**config.mk**
```make
export PLATFORM = sky130hd
export DESIGN_NAME = id_decode_stage_flat
export DESIGN_NICKNAME = d
export VERILOG_FILES = /design/src/rtl/id_decode_stage_pkg.sv /design/src/rtl/id_decode_stage_if.sv /design/src/rtl/id_decode_stage_decoder.sv /design/src/rtl/id_decode_stage.sv /design/src/flat_wrapper.sv
export SDC_FILE = /design/constraint.sdc
export NUM_CORES = 1
export LEC_CHECK = 0
export BUFFER_PORTS_ARGS = -buffer_cell sky130_fd_sc_hd__buf_4
export CORE_AREA = 4 4 157 159
export DETAILED_ROUTE_END_ITERATION = 16
export DIE_AREA = 0 0 161 163
export GPL_TIMING_DRIVEN = 0
export PLACE_DENSITY_LB_ADDON = 0.12
export REMOVE_ABC_BUFFERS = 1
export SLEW_MARGIN = 20
export SYNTH_ARGS = -nofsm -noshare
export SYNTH_HDL_FRONTEND = slang
export SYNTH_SLANG_ARGS = --single-unit
```
**constraint.sdc**
```tcl
create_clock -name clk -period 2.84 [get_ports clk]
set_input_delay 0 -clock clk [delete_from_list [all_inputs] [get_ports clk]]
set_output_delay 0 -clock clk [all_outputs]
set_load 0.05 [all_outputs]
```
**src/rtl/id_decode_stage_pkg.sv**
```systemverilog
// Shared types and encodings for the ID stage: ALU codes, MIPS opcode/funct
// values and the packed control bundle handed to EX.
package id_pkg;

  localparam logic [3:0] ALU_AND = 4'b0000;
  localparam logic [3:0] ALU_OR  = 4'b0001;
  localparam logic [3:0] ALU_ADD = 4'b0010;
  localparam logic [3:0] ALU_XOR = 4'b0011;
  localparam logic [3:0] ALU_SUB = 4'b0110;
  localparam logic [3:0] ALU_SLT = 4'b0111;
  localparam logic [3:0] ALU_SLL = 4'b1000;
  localparam logic [3:0] ALU_LUI = 4'b1001;
  localparam logic [3:0] ALU_SRL = 4'b1010;
  localparam logic [3:0] ALU_SRA = 4'b1011;

  localparam logic [5:0] OP_RTYPE = 6'b000000;
  localparam logic [5:0] OP_J     = 6'b000010;
  localparam logic [5:0] OP_JAL   = 6'b000011;
  localparam logic [5:0] OP_BEQ   = 6'b000100;
  localparam logic [5:0] OP_BNE   = 6'b000101;
  localparam logic [5:0] OP_ADDI  = 6'b001000;
  localparam logic [5:0] OP_ADDIU = 6'b001001;
  localparam logic [5:0] OP_SLTI  = 6'b001010;
  localparam logic [5:0] OP_ANDI  = 6'b001100;
  localparam logic [5:0] OP_ORI   = 6'b001101;
  localparam logic [5:0] OP_XORI  = 6'b001110;
  localparam logic [5:0] OP_LUI   = 6'b001111;
  localparam logic [5:0] OP_LW    = 6'b100011;
  localparam logic [5:0] OP_SW    = 6'b101011;

  localparam logic [5:0] FN_SLL = 6'b000000;
  localparam logic [5:0] FN_SRL = 6'b000010;
  localparam logic [5:0] FN_SRA = 6'b000011;
  localparam logic [5:0] FN_JR  = 6'b001000;
  localparam logic [5:0] FN_ADD = 6'b100000;
  localparam logic [5:0] FN_SUB = 6'b100010;
  localparam logic [5:0] FN_AND = 6'b100100;
  localparam logic [5:0] FN_OR  = 6'b100101;
  localparam logic [5:0] FN_XOR = 6'b100110;
  localparam logic [5:0] FN_SLT = 6'b101010;

  typedef struct packed {
    logic [3:0] alu_ctrl;
    logic       alusrc;
    logic       regwrite;
    logic       memread;
    logic       memwrite;
    logic       memtoreg;
    logic       branch;
    logic       branch_ne;
    logic       jump;
    logic       jal;
    logic       jr;
    logic       is_shift;
    logic       imm_zext;
    logic       wb_pc4;
    logic       illegal;
  } ctrl_t;

  localparam int CTRL_W = $bits(ctrl_t);

  // An undefined encoding carries only the illegal flag so nothing downstream writes state.
  function automatic ctrl_t ctrl_illegal();
    ctrl_t c;
    c         = '0;
    c.illegal = 1'b1;
    return c;
  endfunction

endpackage

```
**src/rtl/id_decode_stage_if.sv**
```systemverilog
// Fetch-to-ID valid/ready handshake carrying the instruction word and its PC.
interface id_decode_stage_if #(
  parameter int XLEN = 32
);
  logic            if_valid;
  logic [31:0]     if_instr;
  logic [XLEN-1:0] if_pc;
  logic            id_ready;

  modport master (output if_valid, output if_instr, output if_pc, input id_ready);
  modport slave  (input if_valid, input if_instr, input if_pc, output id_ready);
endinterface

```
**src/rtl/id_decode_stage_decoder.sv**
```systemverilog
// Combinational MIPS decoder: instruction word to control bundle, resolved
// destination register and source-usage flags for hazard detection.
module id_decoder
  import id_pkg::*;
#(
  parameter bit EN_EXT = 1'b1
) (
  input  logic [31:0] instr,
  output ctrl_t       ctrl,
  output logic [4:0]  wreg,
  output logic        rs_used,
  output logic        rt_used
);

  logic [5:0] op_s;
  logic [5:0] funct_s;
  logic [4:0] rt_s;
  logic [4:0] rd_s;
  logic [4:0] wsel_s;
  ctrl_t      ctrl_s;
  logic       rs_used_s;
  logic       rt_used_s;

  assign op_s    = instr[31:26];
  assign funct_s = instr[5:0];
  assign rt_s    = instr[20:16];
  assign rd_s    = instr[15:11];

  // Main decode; an all-zero word is a true NOP rather than sll $0,$0,0.
  always_comb begin
    ctrl_s    = '0;
    wsel_s    = 5'd0;
    rs_used_s = 1'b0;
    rt_used_s = 1'b0;
    if (instr == 32'd0) begin
      ctrl_s = '0;
    end else begin
      case (op_s)
        OP_RTYPE: begin
          rs_used_s       = 1'b1;
          rt_used_s       = 1'b1;
          wsel_s          = rd_s;
          ctrl_s.regwrite = 1'b1;
          case (funct_s)
            FN_ADD: ctrl_s.alu_ctrl = ALU_ADD;
            FN_SUB: ctrl_s.alu_ctrl = ALU_SUB;
            FN_AND: ctrl_s.alu_ctrl = ALU_AND;
            FN_OR:  ctrl_s.alu_ctrl = ALU_OR;
            FN_XOR: ctrl_s.alu_ctrl = ALU_XOR;
            FN_SLT: ctrl_s.alu_ctrl = ALU_SLT;
            FN_SLL: begin ctrl_s.alu_ctrl = ALU_SLL; ctrl_s.is_shift = 1'b1; rs_used_s = 1'b0; end
            FN_SRL: begin ctrl_s.alu_ctrl = ALU_SRL; ctrl_s.is_shift = 1'b1; rs_used_s = 1'b0; end
            FN_SRA: begin ctrl_s.alu_ctrl = ALU_SRA; ctrl_s.is_shift = 1'b1; rs_used_s = 1'b0; end
            FN_JR:  begin ctrl_s.jr = 1'b1; ctrl_s.regwrite = 1'b0; end
            default: begin
              ctrl_s    = ctrl_illegal();
              rs_used_s = 1'b0;
              rt_used_s = 1'b0;
            end
          endcase
        end
        OP_ADDI: begin
          ctrl_s.alu_ctrl = ALU_ADD; ctrl_s.alusrc = 1'b1; ctrl_s.regwrite = 1'b1;
          wsel_s = rt_s; rs_used_s = 1'b1;
        end
        OP_ORI: begin
          ctrl_s.alu_ctrl = ALU_OR; ctrl_s.alusrc = 1'b1; ctrl_s.regwrite = 1'b1;
          ctrl_s.imm_zext = 1'b1; wsel_s = rt_s; rs_used_s = 1'b1;
        end
        OP_XORI: begin
          ctrl_s.alu_ctrl = ALU_XOR; ctrl_s.alusrc = 1'b1; ctrl_s.regwrite = 1'b1;
          ctrl_s.imm_zext = 1'b1; wsel_s = rt_s; rs_used_s = 1'b1;
        end
        OP_LUI: begin
          ctrl_s.alu_ctrl = ALU_LUI; ctrl_s.alusrc = 1'b1; ctrl_s.regwrite = 1'b1;
          wsel_s = rt_s;
        end
        OP_LW: begin
          ctrl_s.alu_ctrl = ALU_ADD; ctrl_s.alusrc = 1'b1; ctrl_s.regwrite = 1'b1;
          ctrl_s.memread = 1'b1; ctrl_s.memtoreg = 1'b1; wsel_s = rt_s; rs_used_s = 1'b1;
        end
        OP_SW: begin
          ctrl_s.alu_ctrl = ALU_ADD; ctrl_s.alusrc = 1'b1; ctrl_s.memwrite = 1'b1;
          rs_used_s = 1'b1; rt_used_s = 1'b1;
        end
        OP_BEQ: begin
          ctrl_s.alu_ctrl = ALU_SUB; ctrl_s.branch = 1'b1;
          rs_used_s = 1'b1; rt_used_s = 1'b1;
        end
        OP_BNE: begin
          ctrl_s.alu_ctrl = ALU_SUB; ctrl_s.branch = 1'b1; ctrl_s.branch_ne = 1'b1;
          rs_used_s = 1'b1; rt_used_s = 1'b1;
        end
        OP_J: ctrl_s.jump = 1'b1;
        OP_JAL: begin
          ctrl_s.jump = 1'b1; ctrl_s.jal = 1'b1; ctrl_s.regwrite = 1'b1;
          ctrl_s.wb_pc4 = 1'b1; wsel_s = 5'd31;
        end
        OP_ANDI, OP_SLTI, OP_ADDIU: begin
          if (EN_EXT) begin
            ctrl_s.alusrc   = 1'b1;
            ctrl_s.regwrite = 1'b1;
            wsel_s          = rt_s;
            rs_used_s       = 1'b1;
            case (op_s)
              OP_ANDI:  begin ctrl_s.alu_ctrl = ALU_AND; ctrl_s.imm_zext = 1'b1; end
              OP_SLTI:  ctrl_s.alu_ctrl = ALU_SLT;
              default:  ctrl_s.alu_ctrl = ALU_ADD;
            endcase
          end else begin
            ctrl_s = ctrl_illegal();
          end
        end
        default: ctrl_s = ctrl_illegal();
      endcase
    end
  end

  assign ctrl    = ctrl_s;
  assign wreg    = ctrl_s.regwrite ? wsel_s : 5'd0;
  assign rs_used = rs_used_s;
  assign rt_used = rt_used_s;

endmodule

```
**src/rtl/id_decode_stage.sv**
```systemverilog
// Registered ID stage: IF/ID holding register, decoder, ID/EX register, with
// load-use interlock (configurable bubbles), EX flush and global hold.
module id_decode_stage
  import id_pkg::*;
#(
  parameter int XLEN             = 32,
  parameter int LOAD_USE_BUBBLES = 1,
  parameter bit EN_EXT           = 1'b1
) (
  input  logic                clk,
  input  logic                rst_n,
  id_decode_stage_if.slave    fe,
  input  logic                flush,
  input  logic                hold,
  output logic                ex_valid,
  output ctrl_t               ex_ctrl,
  output logic [XLEN-1:0]     ex_pc,
  output logic [4:0]          ex_rs,
  output logic [4:0]          ex_rt,
  output logic [4:0]          ex_wreg,
  output logic [XLEN-1:0]     ex_imm,
  output logic [4:0]          ex_shamt,
  output logic                illegal
);

  logic            s1_valid_r;
  logic [31:0]     s1_instr_r;
  logic [XLEN-1:0] s1_pc_r;

  logic            ex_valid_r;
  ctrl_t           ex_ctrl_r;
  logic [XLEN-1:0] ex_pc_r;
  logic [4:0]      ex_rs_r;
  logic [4:0]      ex_rt_r;
  logic [4:0]      ex_wreg_r;
  logic [XLEN-1:0] ex_imm_r;
  logic [4:0]      ex_shamt_r;
  logic            illegal_r;
  logic [1:0]      cnt_r;

  ctrl_t           dec_ctrl_s;
  logic [4:0]      dec_wreg_s;
  logic            rs_used_s;
  logic            rt_used_s;
  logic [XLEN-1:0] imm_ext_s;
  logic            hz_s;
  logic            stall_s;

  id_decoder #(.EN_EXT(EN_EXT)) u_dec (
    .instr   (s1_instr_r),
    .ctrl    (dec_ctrl_s),
    .wreg    (dec_wreg_s),
    .rs_used (rs_used_s),
    .rt_used (rt_used_s)
  );

  // Immediate extension selected by the decoded zero-extend flag.
  always_comb begin
    if (dec_ctrl_s.imm_zext) begin
      imm_ext_s = {{(XLEN-16){1'b0}}, s1_instr_r[15:0]};
    end else begin
      imm_ext_s = {{(XLEN-16){s1_instr_r[15]}}, s1_instr_r[15:0]};
    end
  end

  // A load in EX whose nonzero destination feeds a source used by the ID instruction.
  assign hz_s = s1_valid_r & ex_valid_r & ex_ctrl_r.memread & (ex_wreg_r != 5'd0) &
                (((ex_wreg_r == s1_instr_r[25:21]) & rs_used_s) |
                 ((ex_wreg_r == s1_instr_r[20:16]) & rt_used_s));
  assign stall_s     = hz_s | (cnt_r != 2'd0);
  assign fe.id_ready = ~flush & ~hold & ~stall_s;

  // Pipeline registers with priority flush > hold > stall > advance.
  always_ff @(posedge clk or negedge rst_n) begin
    if (!rst_n) begin
      s1_valid_r <= 1'b0;
      s1_instr_r <= 32'd0;
      s1_pc_r    <= {XLEN{1'b0}};
      ex_valid_r <= 1'b0;
      ex_ctrl_r  <= '0;
      ex_pc_r    <= {XLEN{1'b0}};
      ex_rs_r    <= 5'd0;
      ex_rt_r    <= 5'd0;
      ex_wreg_r  <= 5'd0;
      ex_imm_r   <= {XLEN{1'b0}};
      ex_shamt_r <= 5'd0;
      illegal_r  <= 1'b0;
      cnt_r      <= 2'd0;
    end else if (flush) begin
      s1_valid_r <= 1'b0;
      ex_valid_r <= 1'b0;
      ex_ctrl_r  <= '0;
      ex_wreg_r  <= 5'd0;
      illegal_r  <= 1'b0;
      cnt_r      <= 2'd0;
    end else if (hold) begin
      illegal_r <= 1'b0;
    end else if (stall_s) begin
      ex_valid_r <= 1'b0;
      ex_ctrl_r  <= '0;
      ex_wreg_r  <= 5'd0;
      illegal_r  <= 1'b0;
      cnt_r      <= hz_s ? 2'(LOAD_USE_BUBBLES - 1) : cnt_r - 2'd1;
    end else begin
      ex_valid_r <= s1_valid_r;
      ex_ctrl_r  <= s1_valid_r ? dec_ctrl_s : '0;
      ex_pc_r    <= s1_pc_r;
      ex_rs_r    <= s1_instr_r[25:21];
      ex_rt_r    <= s1_instr_r[20:16];
      ex_wreg_r  <= s1_valid_r ? dec_wreg_s : 5'd0;
      ex_imm_r   <= imm_ext_s;
      ex_shamt_r <= s1_instr_r[10:6];
      illegal_r  <= s1_valid_r & dec_ctrl_s.illegal;
      s1_valid_r <= fe.if_valid;
      s1_instr_r <= fe.if_instr;
      s1_pc_r    <= fe.if_pc;
    end
  end

  assign ex_valid = ex_valid_r;
  assign ex_ctrl  = ex_ctrl_r;
  assign ex_pc    = ex_pc_r;
  assign ex_rs    = ex_rs_r;
  assign ex_rt    = ex_rt_r;
  assign ex_wreg  = ex_wreg_r;
  assign ex_imm   = ex_imm_r;
  assign ex_shamt = ex_shamt_r;
  assign illegal  = illegal_r;

endmodule

```
**src/flat_wrapper.sv**
```systemverilog
// flat-port wrapper written by rule: the top's interface ports become plain ports
module id_decode_stage_flat import id_pkg::*;
#(
  parameter int XLEN             = 32,
  parameter int LOAD_USE_BUBBLES = 1,
  parameter bit EN_EXT           = 1'b1
)
  (clk, rst_n, flush, hold, ex_valid, ex_ctrl, ex_pc, ex_rs, ex_rt, ex_wreg, ex_imm, ex_shamt, illegal, fe_if_valid, fe_if_instr, fe_if_pc, fe_id_ready);
  id_decode_stage_if #(.XLEN(XLEN)) fe_i ();
  input  logic clk;
  input  logic rst_n;
  input  logic flush;
  input  logic hold;
  output logic ex_valid;
  output ctrl_t ex_ctrl;
  output logic [XLEN-1:0] ex_pc;
  output logic [4:0] ex_rs;
  output logic [4:0] ex_rt;
  output logic [4:0] ex_wreg;
  output logic [XLEN-1:0] ex_imm;
  output logic [4:0] ex_shamt;
  output logic illegal;
  input wire logic [$bits(fe_i.if_valid)-1:0] fe_if_valid;
  input wire logic [$bits(fe_i.if_instr)-1:0] fe_if_instr;
  input wire logic [$bits(fe_i.if_pc)-1:0] fe_if_pc;
  output wire logic [$bits(fe_i.id_ready)-1:0] fe_id_ready;
  assign fe_i.if_valid = fe_if_valid;
  assign fe_i.if_instr = fe_if_instr;
  assign fe_i.if_pc = fe_if_pc;
  assign fe_id_ready = fe_i.id_ready;
  id_decode_stage #(.XLEN(XLEN), .LOAD_USE_BUBBLES(LOAD_USE_BUBBLES), .EN_EXT(EN_EXT)) u_core (.clk(clk), .rst_n(rst_n), .fe(fe_i), .flush(flush), .hold(hold), .ex_valid(ex_valid), .ex_ctrl(ex_ctrl), .ex_pc(ex_pc), .ex_rs(ex_rs), .ex_rt(ex_rt), .ex_wreg(ex_wreg), .ex_imm(ex_imm), .ex_shamt(ex_shamt), .illegal(illegal));
endmodule
```
# Word-level counts from Yosys, hierarchy flattened
# Cells that the tools add are included.
[totals]
inputBits = 69
reg_bits = 171
word_cells = 144
output_inout_bits = 105
[classes]
muxes = 52
add_sub_neg = 1
bitwise = 14
reduce_logical = 24
n_eq_ne = 26
[op_table]
columns = ["op", "n"]
rows = [
  ["$mux W18", 5],
  ["$eq A6 B4 Y1 const B", 8],
  ["$eq A6 B6 Y1 const B", 8],
  ["$logic_not A32 Y1", 1],
  ["$mux W32", 1],
  ["$pmux W4 S8", 1],
  ["$mux W5", 6],
  ["$pmux W4 S7", 1],
  ["$reduce_or A9 Y1", 3],
  ["$mux W1", 25],
  ["$eq A6 B2 Y1 const B", 4],
  ["$reduce_or A10 Y1", 2],
  ["$pmux W5 S3", 1],
  ["$reduce_or A13 Y1", 1],
  ["$eq A6 B3 Y1 const B", 2],
  ["$logic_not A6 Y1", 2],
  ["$reduce_or A3 Y1", 4],
  ["$eq A5 B5 Y1", 2],
  ["$mux W2", 5],
  ["$pmux W1 S2", 5],
  ["$and A1 B1 Y1", 9],
  ["$reduce_or A8 Y1", 1],
  ["$reduce_or A7 Y1", 1],
  ["$pmux W3 S2", 1],
  ["other kinds (10)", 18],
]

# Longest topological paths before layout
# Gate-level depths: netlist of the first run.
[depth]
ltp_word = 12
mapped_depth = 11

# Modules after synthesis
# Synthesis of the first run repeated with hierarchy kept, for this count alone.
[hier_totals]
hier_cells = 509
area_unflattened_um2 = 6721.4
[modules_own_cells]
columns = ["mod", "n_inst", "area_per_inst_um2", "cells_per_inst", "seq_area_each_um2"]
rows = [
  ["id_decode_stage", 1, 5941.9, 378, 3778.6],
  ["id_decoder", 1, 779.5, 131, 0.0],
]

# Worst setup path after synthesis of the first run
# OpenSTA, ideal clock, no wires.
[synth_path]
path_type = "register to register"
startpoint = "register u_core.ex_wreg_r[3] (netlist: u_core.ex_wreg[3])"
endpoint = "register u_core.ex_pc_r[0] (netlist: u_core.ex_pc[0])"
path_buffers = 3
path_stages_with_launch = 11
slack_ns = 0.186
required_time_ns = 2.715
t_arrival_ns = 2.529
setup_ns = 0.125
cell_sequence = "dfrtp_1 xor2_1 nor3_1 nand3_1 o311a_4 a21oi_4 nand2b_1 buf_4 buf_12 buf_12 mux2_4"
[synth_between]
elab_chain_len = 7
word_cells_on_any_way = 11
classes_between = "2 x eq/ne; 7 x bitwise; 2 x reduce/logical"
[synth_rtl]
columns = ["item", "line_no", "source"]
rows = [
  ["start: declaration", "id_decode_stage.sv:35", "logic [4:0] ex_wreg_r;"],
  ["start signal: assignment", "id_decode_stage.sv:110", "ex_wreg_r <= s1_valid_r ? dec_wreg_s : 5'd0;"],
  ["$eq A5 B5 Y1, on equally long branches", "id_decode_stage.sv:68, id_decode_stage.sv:69", ""],
  ["$and A1 B1 Y1, on equally long branches", "id_decode_stage.sv:68, id_decode_stage.sv:69", ""],
  ["$or A1 B1 Y1", "id_decode_stage.sv:68", "(((ex_wreg_r == s1_instr_r[25:21]) & rs_used_s) |"],
  ["$and A1 B1 Y1 *", "id_decode_stage.sv:67", "assign hz_s = s1_valid_r & ex_valid_r & ex_ctrl_r.memread & (ex_wreg_r != 5'd0) &"],
  ["$or A1 B1 Y1 *", "id_decode_stage.sv:70", "assign stall_s = hz_s | (cnt_r != 2'd0);"],
  ["$not A1 Y1 (no source line) *", "--", ""],
  ["$reduce_and A3 Y1 (no source line) *", "--", ""],
  ["end signal: assignment", "id_decode_stage.sv:81", "ex_pc_r <= {XLEN{1'b0}};"],
  ["end signal: assignment", "id_decode_stage.sv:107", "ex_pc_r <= s1_pc_r;"],
  ["end: declaration", "id_decode_stage.sv:32", "logic [XLEN-1:0] ex_pc_r;"],
]
# Every way passes the cells marked *; elsewhere a longest branch is shown, timed or not.
# A chain may end at the register's enable or synchronous reset.

# Final worst setup path of the first run
[layout_path]
startpoint = "register u_core.s1_instr_r[3]"
endpoint = "register u_core.s1_pc_r[17]"
[layout_between]
elab_chain_len = 11
word_cells_on_any_way = 26
classes_between = "9 x eq/ne; 6 x mux; 6 x bitwise; 5 x reduce/logical"
[layout_rtl]
columns = ["item", "line_no", "source"]
rows = [
  ["start: declaration", "id_decode_stage.sv:27", "logic [31:0] s1_instr_r;"],
  ["start signal: assignment", "id_decode_stage.sv:115", "s1_instr_r <= fe.if_instr;"],
  ["$eq A6 B4 Y1 (tied with other cells)", "id_decode_stage_decoder.sv:44", "case (funct_s)"],
  ["$reduce_or A10 Y1 (no source line) or $reduce_or A7 Y1 (tied branches)", "--", ""],
  ["$mux W1", "id_decode_stage_decoder.sv:44", ""],
  ["$pmux W1 S2", "id_decode_stage_decoder.sv:38", "case (op_s)"],
  ["$mux W1", "id_decode_stage_decoder.sv:35", "if (instr == 32'd0) begin"],
  ["$and A1 B1 Y1, on equally long branches", "id_decode_stage.sv:69, id_decode_stage.sv:68", ""],
  ["$or A1 B1 Y1 *", "id_decode_stage.sv:68", ""],
  ["$and A1 B1 Y1 *", "id_decode_stage.sv:67", ""],
  ["$or A1 B1 Y1 *", "id_decode_stage.sv:70", ""],
  ["$not A1 Y1 (no source line) *", "--", ""],
  ["$reduce_and A3 Y1 (no source line) *", "--", ""],
  ["end signal: assignment", "id_decode_stage.sv:78", "s1_pc_r <= {XLEN{1'b0}};"],
  ["end signal: assignment", "id_decode_stage.sv:116", "s1_pc_r <= fe.if_pc;"],
  ["end: declaration", "id_decode_stage.sv:28", "logic [XLEN-1:0] s1_pc_r;"],
]
# Marked as above.

==> results.toml, run 1 <==
[clock_tree]
path_clk_slew_ps = 70
cts_sinks = 149
numCtsBuffers = 17
clock_latency_ps = 420
clock_path_buffers = 2
htreeDepth = 4
cts_tree = "done"
root_buffer = "clkbuf_16"

[layout]
final_nets = 809
areaGrowthSynthToFinish_pct = 42.4
final_core_util_pct = 42.3
layout_commonest_cell = "buf_4"
drive_above_1_share_pct = 50.4
layout_common_cells = "buf_4 (185), dfrtp_1 (138), dlygate4sd3_1 (68), mux2_2 (62), mux2_4 (60)"

[grt]
grt_pass1_vias = 5022
track_usage_pct = 13.9
met2_usage_pct = 21.1
gr-total-overflow = 0
grt_pass1_wl_um = 29000
grt.busiest_layer = "met2"
grt_util_met1_pct = 19.1
grt_antenna_before_repair = 3
grt_max_degree = 96
grt_util_met3_pct = 4.30

[logic_synthesis]
syn_inst = 506
synth_area_per_cell_um2 = 13.6
synth.largest_area_cell = "dfrtp_1"
synth_area_um2 = 6910
yosys_warnings = 0
synthFlopType = "dfrtp_1"
synth-edff-count = 0
ys_ff_latch = 149
ys_top_cells_by_area = "dfrtp_1 (54%), mux2_4 (13%), mux2_2 (10%), buf_4 (3.3%), buf_12 (2.0%)"
async_flop_share_pct = 100
synth_cell_types = 58
synth_top_area_share_pct = 54.0
yosysSeqAreaShare_pct = 54.0

[setup_path]
end_kind = "flop"
worstSetupPathDepth = 9
r2r_cells = 9
slowest_delay_ps = 470
crit_end = "u_core.s1_pc_r[17]"
crit_arrival_ps = 3020
r2r-end = "u_core.s1_pc_r[17]"
reg2reg_from = "u_core.s1_instr_r[3]"
path_delay_family = "compound AO/OA/AOI/OAI gates"
path_buf_inv = 2
cp-start-kind = "flop"
critPathLaunch = "u_core.s1_instr_r[3]"
worstPathMaxFanout = 11
crit_chain = "or4b_1 > a21oi_2 > o2111ai_1 > o311a_4 > a21oi_4 > nand2b_4 > buf_6 > buf_4 > mux2_2"
setup.worst_path.class = "flop to flop"
critPathSlowestCell = "dfrtp_2"
reg2reg_setup_slack_ps = 120
critical_path_required_ps = 3140

[timing]
period_share_pct = 95.7
hold_violations = 0
max_freq_ghz = 0.368
setup_violations = 0
worst_slack_ps = 122
fin_hold_ws_ps = 92.9
period_needed_ps = 2720
drv_slew = 0
worst_slew_margin_rel_pct = 47.0
worstMarginPinSlew_ps = 789
fin_tns_setup_ps = 0
worst_clock_skew_ps = 11.8

[power]
power_density_nw_per_um2 = 1180
leakagePower_nw = 4.60
worst_ir_drop_vdd_v = 0.000677
finalPower_mw = 11.6

[die]
chipHeight_um = 163
ios = 174
start_util_pct = 29.7
core_area_um2 = 23300
num_rows = 56
dieArea_um2 = 26200
fp.dieW_um = 161

[routing]
ant_nets = 0
first_iter_violations = 141
wl_um = 17800
drtPass1Iterations = 6
wl_per_cell_um = 16.6
vias = 4831
drc_errors = 0
post_drt_via_cell_ratio = 4.50

[placement]
gp_congestion = 0.768
pre_cts_ws_ps = -591
hpwl_um = 11500
io_buffers = 173

[flow_run]
maxCapViolCount = 0

[status]
outcome = "finished, final reports clean"

[worst_hold_path]
hold_path.class = "input port to async pin"
## Yosys cell counts, types with 3 or more instances
library cell / count
nand2_1: 32
buf_12: 7
nand3_1: 10
dfrtp_1: 149
mux2_4: 60
a21oi_1: 9
buf_2: 6
inv_1: 11
mux2_2: 62
nand2b_1: 7
a21o_1: 3
nor4_1: 6
xor2_1: 8
o21ai_0: 15
buf_4: 30
o31ai_1: 10
nand3b_1: 3
nor2_1: 9
a221oi_1: 6
a22o_1: 3
xnor2_1: 3
clkbuf_1: 6
nor3_1: 7
## area by class of cell
type                       count  area, µm²
antenna                        2       5.00
clock buffer                  17        425
clock inverter                15        185
fill                        2218      13400
inverter                      11       41.3
multi-input combinational    298       2790
sequential                   149       3740
tap                          319        399
timing repair buffer         262       2250
## worst min path at each step
stage | start | to | slack, ps
after global routing | rst_n | u_core.ex_imm[3] | 140
after detailed placement | rst_n | u_core.s1_instr_r[3] | -50
after CTS | rst_n | u_core.ex_ctrl[14] | 100
final | rst_n | u_core.ex_ctrl[14] | 90
after floorplan | rst_n | u_core.cnt_r[0] | -300
after global placement | flush | u_core.cnt_r[0] | 210
## cell families (layout without fill, tap and decap cells)
kind of cell,count (synthesis),count (layout),synth area share (%)
DFF,149,149,54.0
muxes,124,124,23.4
and+or+nand+nor,94,96,7.23
AOI/OAI and AO/OA,66,66,6.96
buffers and inverters,61,305,6.81
xor gates and xnor gates,11,11,1.40
adders and majority gates,1,1,0.181
other,0,2,0
## power by group
part	total [mW]	leakage, nW	switching (mW)	internal [mW]
combinational	5.45	2.50	3.23	2.22
clock	2.37	0.302	1.03	1.34
sequential	3.79	1.79	0.802	2.99
total	11.6	4.60	5.06	6.55
## layer usage
| layer | part of all wire (%) | wire [µm] |
|---|---|---|
| met1 | 46 | 8220 |
| met3 | 7.0 | 1250 |
| met2 | 45 | 8060 |
| met4 | 1.5 | 270 |
| met5 | 0 | 0 |
## timing repair
action	CTS	global route
hold buffers	68	0
endpoints found under the hold margin	143	0
endpoints found under the setup margin	124	86
gates cloned	4	0
setup buffers	6	9
pin swaps	1	1
resized for setup	16	7
## sequential cells by signal, indices dropped and copies added, names as in the netlist
signal and count:
u_core.cnt_r 2, u_core.ex_ctrl 16, u_core.ex_imm 13, u_core.ex_pc 32
u_core.ex_rs 5, u_core.ex_rt 5, u_core.ex_shamt 4, u_core.ex_valid 1
u_core.ex_wreg 5, u_core.illegal 1, u_core.s1_instr_r 32, u_core.s1_pc_r 32
u_core.s1_valid_r 1
## through the flow
| step | area (µm²) | std cells |
|---|---|---|
| 3_3_place_gp | 8180 | 948 |
| 4_1_cts | 9740 | 1062 |
| 5_1_grt | 9840 | 1073 |
| 2_1_floorplan | 6480 | 456 |
| 3_5_place_dp | 8290 | 952 |
| 6_report | 9840 | 1073 |
No activity file was read; power rests on OpenSTA's default activity.
==> inputs of run 2 (changes only) <==
--- a/config.mk
+++ b/config.mk
@@ -5,6 +5,7 @@
 export SDC_FILE = /design/constraint.sdc
 export NUM_CORES = 1
 export LEC_CHECK = 0
+export ABC_AREA = 1
 export BUFFER_PORTS_ARGS = -buffer_cell sky130_fd_sc_hd__buf_4
 export CORE_AREA = 4 4 157 159
 export DETAILED_ROUTE_END_ITERATION = 16
==> results.toml, run 2 <==
[logic_synthesis]
muxShareOfSynthArea_pct = 0
synthFlopType = "dfrtp_1"
synthAdderAreaFrac_pct = 0.183
yosys-top-cells-count = "nand2_1 (328), dfrtp_1 (149), nand3_1 (145)"
yosysSeqAreaShare_pct = 54.4
synth_area_per_cell_um2 = 8.27
ys_top_cells_by_area = "dfrtp_1 (54%), nand2_1 (18%), nand3_1 (11%), buf_4 (2.6%), nor2_1 (2.1%)"
ys_ff_latch = 149
synth-edff-count = 0
syn_inst = 829
synth.largest_area_cell = "dfrtp_1"
synth_area_um2 = 6860
synth_top_area_share_pct = 54.4
yosys.area_share.xor_xnor_pct = 1.02
yosysMostFrequentCell = "nand2_1"
async_flop_share_pct = 100
synth_cell_types = 33
synth_top_family_by_area = "simple AND/OR/NAND/NOR gates"
yosys_warnings = 0
yosys.area_share.simple_pct = 33.6
synth_compound_area_share_pct = 2.99

[power]
finalPower_mw = 11.2
p_switching_mw = 5.22
p_comb_share_pct = 45.3
seqPwrFrac_pct = 32.4
leakagePower_nw = 5.13
sw_frac_of_total_pct = 46.7
clockPowerShare_pct = 22.3
power_density_nw_per_um2 = 1140
worst_ir_drop_vdd_v = 0.000689
p_int_mw = 5.97

[status]
outcome = "finished, final reports clean"

[clock_tree]
clock_latency_ps = 420
clock_path_buffers = 2
cts_sinks = 149
path_clk_slew_ps = 60
htreeDepth = 4
root_buffer = "clkbuf_16"
numCtsBuffers = 17
cts_tree = "done"

[placement]
gp_congestion = 0.843
hpwl_um = 12300
dp.cells = 1262
io_buffers = 173

[grt]
grt_pass1_vias = 6305
grt_antenna_before_repair = 0
gr-total-overflow = 0
grt_pass1_wl_um = 33800
track_usage_pct = 16.0
grt_max_degree = 89

[routing]
vias = 6159
drc_errors = 0
wl_um = 20900
ant_nets = 0
wl_per_cell_um = 15.3
post_drt_via_cell_ratio = 4.50
first_iter_violations = 276
drtPass1Iterations = 5

[die]
num_rows = 56
ios = 174
core_area_um2 = 23300
dieArea_um2 = 26200
chipHeight_um = 163
fp.dieW_um = 161
start_util_pct = 29.5

[setup_path]
setup.worst_path.class = "flop to output port"
end_kind = "output port"
worstPathMaxFanout = 33
crit_arrival_ps = 2550
cp-start-kind = "flop"
critical_path_required_ps = 2840

[timing]
hold_violations = 0
period_share_pct = 89.7
drv_slew = 0
period_needed_ps = 2550
max_freq_ghz = 0.392
worst_clock_skew_ps = 14.0
worstMarginPinSlew_ps = 753
rsz0062_at_grt = "false"
worst_slew_margin_rel_pct = 49.7
setup_violations = 0

[layout]
layout_commonest_cell = "nand2_1"
num_antenna_cells = 0
final_cells = 1370
final_nets = 1109
fill_cells = 2405
layout_common_cells = "nand2_1 (328), buf_4 (175), dfrtp_1 (146), nand3_1 (145), dlygate4sd3_1 (69)"
areaGrowthSynthToFinish_pct = 42.6
drive_above_1_share_pct = 23.1

[flow_run]
maxCapViolCount = 0

[worst_hold_path]
hold_path.class = "input port to async pin"
## run 2: changes by cell type in the layout (fill, tap and decap cells not counted), sizes merged, moves of 4 or more
cell    change
mux2      -122
o21ai       +6
a21oi       -7
nand2b      -9
nor4        -4
nand2     +303
o31ai      -10
nor2       +36
buf        -10
nand3     +136
inv        +14
nand4       +8
nor3        -8
## run 2: per-stage QoR
step | util, % | hold slack [ps] | setup TNS [ps] | cell area, µm² | setup WS (ps)
3_3_place_gp | 35.0 | 231 | -1165970 | 8140 | -8100
3_5_place_dp | 35.7 | 47.8 | -75770 | 8300 | -652
4_1_cts | 41.6 | 201 | 0 | 9670 | 25.1
2_1_floorplan | - | -296 | -488120 | 6440 | -3330
6_report | 42.0 | 161 | 0 | 9780 | 292
5_1_grt | 42.0 | 208 | 0 | 9780 | 21.2
## run 2: worst paths after layout
check                                            from                end  slack [ps]  cells past startpoint
worst max-delay path            u_core.s1_instr_r[28]        fe_id_ready         290                     13
worst min-delay path                            rst_n  u_core.ex_ctrl[6]         160                      3
worst max register to register  u_core.s1_instr_r[28]   u_core.ex_pc[11]         320                     13
worst min register to register       u_core.ex_pc[14]   u_core.ex_pc[14]         470                      2
max in group asynchronous                       rst_n  u_core.ex_imm[13]        2000                      4
min in group clk                          fe_if_pc[4]  u_core.s1_pc_r[4]         340                      4
## run 2: area by class of cell
cell class,instances,area [µm²],share of cell area (%)
sequential,149,3730,38.2
clock buffer,19,433,4.43
tap,319,399,4.08
multi-input combinational,586,2690,27.5
inverter,32,146,1.50
clock inverter,12,201,2.06
timing repair buffer,251,2150,22.0
timing repair inverter,2,20.0,0.205
## run 2: power groups by stage
stage | Clock [mW] | Combinational (mW) | Sequential [mW]
CTS | 2.57 | 5.03 | 3.60
global route | 2.66 | 5.56 | 3.75
floorplan | 0 | 1.70 | 4.98
detailed placement | 0 | 4.82 | 3.62
global placement | 0 | 4.79 | 3.61
finish | 2.50 | 5.07 | 3.62
## run 2: kinds of logic after synthesis
kind of cell	count (synthesis)
adders and majority gates	1
DFF	149
and+or+nand+nor	540
AOI/OAI and AO/OA	34
xor gates and xnor gates	8
buffers and inverters	97
## run 2: worst max-delay path, stage by stage, from the launching register on
cell and delay [ps]:
dfrtp_1 450, nor2_2 270, nand4_1 190, nand2_1 160, nor2_1 70, nand3_1 90
nand2_1 70, nand2_2 100, nand2_4 80, nand2_8 150, clkinv_16 140, nand2_8 120
inv_2 30, buf_4 180
## run 2: metal layers
layer | track usage [%] | routed length [µm] | up-vias | part of all wire, %
met5 | 0 | 0 | - | 0
met4 | 3.80 | 255 | 0 | 1.2
met3 | 4.63 | 1280 | 20 | 6.1
met2 | 25.4 | 9400 | 163 | 45
met1 | 21.7 | 10000 | 2899 | 48
li1 | - | - | 3077 | -
## run 2: timing repair
action | CTS | global route
gates cloned | 3 | 2
setup endpoints to repair | 124 | 104
gates resized for setup | 5 | 13
pin swaps | 1 | 2
setup buffers | 0 | 3
endpoints found under the hold margin | 158 | 0
hold buffers | 69 | 0
==> inputs of run 3 (changes only) <==
--- a/config.mk
+++ b/config.mk
@@ -7,6 +7,8 @@
 export LEC_CHECK = 0
 export ABC_AREA = 1
 export BUFFER_PORTS_ARGS = -buffer_cell sky130_fd_sc_hd__buf_4
+export CELL_PAD_IN_SITES_DETAIL_PLACEMENT = 1
+export CELL_PAD_IN_SITES_GLOBAL_PLACEMENT = 1
 export CORE_AREA = 4 4 157 159
 export DETAILED_ROUTE_END_ITERATION = 16
 export DIE_AREA = 0 0 161 163
==> results.toml, run 3 (synthesis results as in run 2) <==
[status]
outcome = "finished, final reports clean"

[setup_path]
worstPathMaxFanout = 32
setup.worst_path.class = "flop to output port"
cp-start-kind = "flop"
crit_chain = "nor2_4 > nand2_1 > nor2_2 > nand2_2 > nand2_1 > nor2_2 > nand3_1 > nand2_1 > nand2_2 > nand2_4 > nand2_8 > inv_16 > nand2_8 > buf_16 > inv_2 > buf_4"
critical_path_required_ps = 2840
path_buf_inv = 4
slowest_delay_ps = 460
end_kind = "output port"
path_delay_family = "simple AND/OR/NAND/NOR gates"
cp_common_cell = "nand2_1"
crit_arrival_ps = 2620
critPathSlowestCell = "dfrtp_2"

[clock_tree]
htreeDepth = 4
cts_tree = "done"
root_buffer = "clkbuf_16"
clock_path_buffers = 2
cts_sinks = 149
path_clk_slew_ps = 70
clock_latency_ps = 420
numCtsBuffers = 17

[die]
chipHeight_um = 163
core_area_um2 = 23300
num_rows = 56
dieArea_um2 = 26200
ios = 174
fp.dieW_um = 161
start_util_pct = 29.5

[routing]
ant_nets = 0
post_drt_via_cell_ratio = 4.61
wl_um = 22300
route.met2.wl_um = 10300
vias = 6351
drtPass1Iterations = 4
first_iter_violations = 277
highest_layer = "met4"
met1_length_um = 10600
wl_per_cell_um = 16.2
routed-wl-met3_um = 1260
drc_errors = 0

[grt]
gr-total-overflow = 0
grt_pass1_wl_um = 37100
track_usage_pct = 17.6
grt_pass1_vias = 6809
grt_antenna_before_repair = 1
grt_max_degree = 63

[worst_hold_path]
hold_path.class = "input port to async pin"

[timing]
rsz0062_at_grt = "true"
worst_clock_skew_ps = 10.3
fin_hold_ws_ps = 65.7
worstMarginPinSlew_ps = 782
worst_slew_margin_rel_pct = 47.8
hold_violations = 0
max_freq_ghz = 0.382
setup_violations = 0
drv_slew = 0
worst_slack_ps = 221
period_share_pct = 92.2
period_needed_ps = 2620

[placement]
io_buffers = 173
gp_congestion = 0.813
hpwl_um = 13500
pre_cts_ws_ps = -490

[layout]
final_nets = 1115
layout_common_cells = "nand2_1 (327), buf_4 (178), dfrtp_1 (148), nand3_1 (145), dlygate4sd3_1 (69)"
areaGrowthSynthToFinish_pct = 43.9
drive_above_1_share_pct = 23.7
layout_commonest_cell = "nand2_1"
final_core_util_pct = 42.4

[power]
leakagePower_nw = 5.21
power_density_nw_per_um2 = 1120
worst_ir_drop_vdd_v = 0.000496

[flow_run]
maxCapViolCount = 0
-- run 3: layer usage --
| metal | vias up | track usage, % |
|---|---|---|
| met3 | 14 | 4.76 |
| met2 | 154 | 28.4 |
| met5 | - | 0 |
| met4 | 0 | 3.61 |
| li1 | 3086 | - |
| met1 | 3097 | 24.0 |
-- run 3: report_power, final --
group / total, mW / switching (mW) / internal, mW
Sequential: 3.62 / 0.696 / 2.92
Clock: 2.22 / 1.05 / 1.16
Combinational: 5.23 / 3.64 / 1.59
-- run 3: worst reg2reg max path, stage by stage, from the launching register on --
cell	delay [ps]
dfrtp_2	460
nor2_4	240
nand2_1	100
nor2_2	140
nand2_2	90
nand2_1	90
nor2_2	50
nand3_1	90
nand2_1	70
nand2_2	110
nand2_4	90
nand2_8	110
inv_16	90
nand2_8	110
buf_4	130
bufbuf_16	380
nand2_1	80
nand2_1	70
-- run 3: path summary, 6_finish.rpt --
check                                      startpoint               endpoint  slack (ps)  depth (start not counted)
worst max-delay path            u_core.s1_instr_r[31]            fe_id_ready         220                         16
worst min-delay path                            rst_n      u_core.ex_ctrl[6]          70                          2
worst max register to register  u_core.s1_instr_r[31]      u_core.ex_imm[30]         290                         17
worst min register to register        u_core.ex_rs[4]        u_core.ex_rs[4]         470                          2
max in group asynchronous                       rst_n  u_core.s1_instr_r[11]        2140                          3
min in group clk                         fe_if_pc[30]     u_core.s1_pc_r[30]         340                          4
-- run 3: layout make-up --
cell class,count,area [µm²]
inverters,32,139
multi-input cells,584,2670
repair buffers,259,2340
diodes,1,2.50
well taps,319,399
fillers,2734,13400
repair inverters,2,17.5
clock inverters,15,139
flip-flops and latches,149,3730
clock buffers,17,425
-- run 3: per-stage QoR --
stage,power [mW],cell area [µm²],std cells,setup TNS [ps]
3_3_place_gp,8.41,8140,1256,-1171210
5_1_grt,11.9,9860,1378,-14.0
6_report,11.1,9860,1378,0
2_1_floorplan,6.68,6440,764,-488120
4_1_cts,11.2,9830,1375,0
3_5_place_dp,8.52,8370,1264,-47070
-- run 3: timing repair --
| item | in CTS | in global routing |
|---|---|---|
| gates resized for setup | 14 | 3 |
| setup endpoints to repair | 124 | 46 |
| pin swaps | 2 | 1 |
| hold endpoints to repair | 225 | 0 |
| buffers inserted | 4 | 2 |
| cloned | 6 | 0 |
| hold buffers | 69 | 0 |
